<file path="src/rtl/fifo_rd_stream.sv">
// Purpose: pops an async FIFO read port and re-presents the words as a valid/ready stream with a delivered-word counter.
// Latency: rd_en in cycle N -> word captured at the end of N+1 -> m_valid in N+2; one word per cycle sustained.
// Backpressure: m_ready low stops new pops once buffered plus in-flight words reach 2; held words stay stable.
module fifo_rd_stream #(
  parameter int DATA_WIDTH = 8,
  parameter int CNT_WIDTH  = 16
) (
  input  logic                  rd_clk,
  input  logic                  rd_rst_n,
  input  logic                  fifo_empty,
  input  logic [DATA_WIDTH-1:0] fifo_data,
  output logic                  rd_en,
  output logic                  m_valid,
  output logic [DATA_WIDTH-1:0] m_data,
  input  logic                  m_ready,
  output logic [1:0]            buf_count,
  output logic [CNT_WIDTH-1:0]  word_cnt
);

  // Two-slot skid storage for words returned by the FIFO's registered read port.
  logic [DATA_WIDTH-1:0] slot0;
  logic [DATA_WIDTH-1:0] slot1;
  logic                  head;
  logic                  tail;
  logic                  inflight;
  logic [1:0]            count_q;
  logic [CNT_WIDTH-1:0]  cnt_q;

  // Combinational handshake terms.
  logic                  pop;
  logic                  issue;
  logic [1:0]            occ_next;

  // Pop decision: occupancy after this cycle's capture and delivery must leave room
  // for the word a new pop would return. m_ready reaches rd_en combinationally so a
  // word can be consumed and replaced in the same cycle. The pop is also held off
  // while reset is asserted, because the FIFO read side is being reset alongside.
  always_comb begin
    pop      = (count_q != 2'd0) & m_ready;
    occ_next = count_q + {1'b0, inflight} - {1'b0, pop};
    issue    = rd_rst_n & ~fifo_empty & (occ_next <= 2'd1);
  end

  assign rd_en     = issue;
  assign m_valid   = (count_q != 2'd0);
  assign m_data    = head ? slot1 : slot0;
  assign buf_count = count_q;
  assign word_cnt  = cnt_q;

  // Capture the word returned one cycle after a pop into the tail slot.
  always_ff @(posedge rd_clk or negedge rd_rst_n) begin
    if (!rd_rst_n) begin
      slot0 <= '0;
      slot1 <= '0;
      tail  <= 1'b0;
    end else if (inflight) begin
      if (tail) begin
        slot1 <= fifo_data;
      end else begin
        slot0 <= fifo_data;
      end
      tail <= ~tail;
    end
  end

  // Advance the read side of the skid buffer whenever the consumer takes a word.
  always_ff @(posedge rd_clk or negedge rd_rst_n) begin
    if (!rd_rst_n) begin
      head <= 1'b0;
    end else if (pop) begin
      head <= ~head;
    end
  end

  // Occupancy and in-flight tracking; a simultaneous capture and pop leaves count unchanged.
  always_ff @(posedge rd_clk or negedge rd_rst_n) begin
    if (!rd_rst_n) begin
      count_q  <= 2'd0;
      inflight <= 1'b0;
    end else begin
      count_q  <= occ_next;
      inflight <= issue;
    end
  end

  // Wrapping count of words handed to the consumer.
  always_ff @(posedge rd_clk or negedge rd_rst_n) begin
    if (!rd_rst_n) begin
      cnt_q <= '0;
    end else if (pop) begin
      cnt_q <= cnt_q + CNT_WIDTH'(1);
    end
  end

endmodule

</file>
<file path="config.mk">
export PLATFORM = sky130hd
export DESIGN_NAME = fifo_rd_stream
export DESIGN_NICKNAME = d
export VERILOG_FILES = /design/src/rtl/fifo_rd_stream.sv
export SDC_FILE = /design/constraint.sdc
export NUM_CORES = 1
export LEC_CHECK = 0
export ABC_AREA = 1
export CAP_MARGIN = 20
export CORE_MARGIN = 2
export CORE_UTILIZATION = 56
export DETAILED_ROUTE_END_ITERATION = 7
export DONT_BUFFER_PORTS = 1
export GPL_ROUTABILITY_DRIVEN = 0
export PLACE_DENSITY_LB_ADDON = 0.05
export SKIP_LAST_GASP = 1
export SLEW_MARGIN = 20
export SYNTH_ARGS = -nofsm -noshare
export SYNTH_HDL_FRONTEND = slang
export SYNTH_SLANG_ARGS = --single-unit
</file>
<file path="constraint.sdc">
create_clock -name rd_clk -period 2.55 [get_ports rd_clk]
set_clock_uncertainty 0.2 [all_clocks]
set_input_delay 0.1275 -clock rd_clk [delete_from_list [all_inputs] [get_ports rd_clk]]
set_output_delay 0.1275 -clock rd_clk [all_outputs]
set_load 0.005 [all_outputs]
</file>
==> flow_metrics.py <==
metrics = {
    "outcome": {
        "status": "completed",
    },
    "worst_setup_path": {
        "critPathMaxFanout": 10,
        "path_delay_family": "simple AND/OR/NAND/NOR gates",
        "path_depth": 7,
        "crit_top_cell": "ha_1",
        "endpoint": "rd_en",
        "critical_path_class": "reg2out",
        "crit_path_start": "buf_count[1]$_DFF_PN0_",
        "required_ps": 2220,
        "path_cells": "nor2_2 -> nor2_8 -> ha_1 -> inv_1 -> ha_1 -> xnor2_1 -> nor2_1",
        "cp.arrival_ps": 1970,
        "end_kind": "primary output",
        "r2r_cells": 7,
        "rrSetupSlack_ps": 610,
        "cp-start-kind": "register",
        "cpPeakStageDelay_ps": 450,
        "r2r_start": "buf_count[1]$_DFF_PN0_",
        "slowest_stage": "dfrtp_1",
        "reg2reg_to": "inflight$_DFF_PN0_",
        "critical_path_buf_inv_count": 1,
    },
    "sta": {
        "period_minus_slack_ps": 2300,
        "setup_ws_ps": 249.9,
        "holdWs_ps": 17.08,
        "hold_viol": 0,
        "rsz0062_at_grt": "false",
        "fin_crit_sh": 0.9020,
        "setup_violations": 0,
        "drv_slew": 0,
        "tightestPinTransition_ps": 700.0,
        "slew_headroom": 0.5333,
        "fin_tns_setup_ps": 0,
        "timing.fmax_mhz": 434.8,
    },
    "cts": {
        "cts-buffers-inserted": 5,
        "clockRootBuffer": "clkbuf_4",
        "cts_resized": 0,
        "clkLatencyLatePin_ps": 340,
        "cts_setup_buffers": 0,
        "cts_tree": "done",
        "ctsLongestPathBuffers": 2,
        "h-tree-depth": 2,
        "clk_pin_slew_ps": 110,
        "clkSinkCount": 37,
    },
    "logic_synthesis": {
        "synthesis.area_mm2": 0.001832,
        "synth_top_cell_area_share": 0.5055,
        "synthTopCellsByArea": "dfrtp_1 (51%), nand2_1 (14%), inv_1 (4.9%)",
        "ys_ff_latch": 37,
        "ys_async_sr_fraction": 1.000,
        "synth_area_per_cell_um2": 8.979,
        "synth_warnings": 0,
        "synth_cell_types": 24,
        "ys_seq_area_frac": 0.5055,
        "syn_nets": 219,
        "synth-edff-count": 0,
        "yosys.area.top_type": "dfrtp_1",
        "syn_inst": 204,
        "yosysMostFrequentCell": "nand2_1",
        "yosys-top-cells-count": "nand2_1 (68), dfrtp_1 (37), inv_1 (24)",
        "ys.flop_type": "dfrtp_1",
    },
    "place": {
        "post-dp-hpwl_um": 2304,
        "io_buffers": 0,
        "pre_cts_slack_ps": 619.6,
        "dp_cells": 244,
    },
    "pwr": {
        "power_mw": 1.946,
        "switching_share": 0.4009,
        "combPwrFrac": 0.335,
        "ir_drop_mv": 0.6674,
        "p_seq_frac": 0.514,
        "power.share.clock": 0.151,
        "p_leak_nw": 1.070,
        "power_switching_mw": 0.7802,
        "intPower_mw": 1.166,
        "power_density_mw_per_mm2": 952.5,
    },
    "cells_and_area": {
        "layout-drive-gt1-share": 0.1227,
        "fin_cells": 264,
        "fin_nets": 234,
        "diodes": 0,
        "fill_cells": 283,
        "areaGrowthSynthToFinish_pct": 11.54,
    },
    "die": {
        "row_count": 20,
        "io_pins": 40,
        "core_region_area_mm2": 0.003078,
        "start_util": 0.5951,
        "die_w_um": 61.19,
        "die_y_um": 61.19,
        "dieArea_mm2": 0.003744,
    },
    "detailed_routing": {
        "routed_wl_um": 3249,
        "ant_nets": 0,
        "vias_per_cell": 5.015,
        "drc_errors": 0,
        "dr.pass1.iters": 4,
        "routed-via-count": 1324,
        "first_iter_violations": 47,
        "wl_per_cell_um": 12.31,
    },
    "global_routing": {
        "antenna_found_initial": 0,
        "grt_usage": 0.2045,
        "grt_max_degree": 39,
        "grt_overflow": 0,
        "grt_pass1_vias": 1249,
        "grt_pass1_wl_um": 5478,
    },
    "flow_run": {
        "maxCapViolCount": 0,
    },
    "worst_hold_path": {
        "hold_path_class": "in2async",
    },
}
[flip-flops by register name, indices dropped and copies added (netlist names)]
signal and cells:
inflight 1, slot0 8, slot1 8, tail 1
head 1, buf_count 2, word_cnt 16
[how the worst min path moves through the flow]
| stage | to | cells past startpoint |
|---|---|---|
| 2_1_floorplan | buf_count[0]$_DFF_PN0_ | 0 |
| 3_3_place_gp | slot0[2]$_DFFE_PN0P_ | 0 |
| 3_5_place_dp | slot1[0]$_DFFE_PN0P_ | 0 |
| 4_1_cts | slot0[0]$_DFFE_PN0P_ | 2 |
| 5_1_grt | slot0[0]$_DFFE_PN0P_ | 2 |
| 6_report | slot0[0]$_DFFE_PN0P_ | 2 |
[repair_timing]
action	CTS	global route
endpoints found under the setup margin	0	0
hold buffers	12	0
hold endpoints to repair	62	0
[per-stage QoR]
stage / utilization / area, um2
detailed placement: 0.6049 / 1862
finish: 0.6638 / 2043
global placement: 0.6049 / 1862
floorplan: - / 1832
CTS: 0.6638 / 2043
global route: 0.6638 / 2043
[layer usage]
metal	GRT usage	routed length (um)	vias to the layer above
met3	0.06513	209	11
met2	0.3419	1584	43
met4	0.1180	87	0
met5	0	0	-
met1	0.2292	1369	614
li1	-	-	656
[cells in the final DEF (no fill, tap or decap), drive strengths merged]
master,instances
buf,1
xor2,5
xnor2,8
o21ai,17
inv,24
nand3b,2
ha,3
or2,1
nand2,72
nor2,21
dlygate4sd3,11
dfrtp,37
clkbuf,6
clkinv,3
nand4,5
nand3,4
[area by class of cell]
type | instances | area (um2) | area share
tap | 44 | 55.05 | 0.02694
timing repair buffer | 12 | 130.1 | 0.06369
clock inverter | 2 | 10.01 | 0.004899
inverter | 25 | 93.84 | 0.04593
sequential | 37 | 925.9 | 0.4532
multi-input combinational | 138 | 787.0 | 0.3852
clock buffer | 6 | 41.29 | 0.02021
[logic make-up after synthesis]
kind of cell    after synthesis  synth area share
flops                        37            0.5055
fa+ha+maj                     3           0.02049
compound gates               17           0.06284
simple gates                105            0.2801
buf+inv                      29           0.06489
xor+xnor                     13           0.06626
[power by group through the flow]
stage / registers [mW] / logic [mW] / clock network [mW]
6_report: 1.00 / 0.653 / 0.293
5_1_grt: 1.03 / 0.768 / 0.330
4_1_cts: 1.00 / 0.666 / 0.309
2_1_floorplan: 0.953 / 0.570 / 0
3_3_place_gp: 1.00 / 0.607 / 0
3_5_place_dp: 1.01 / 0.634 / 0
No activity file was read; power rests on OpenSTA's default activity.
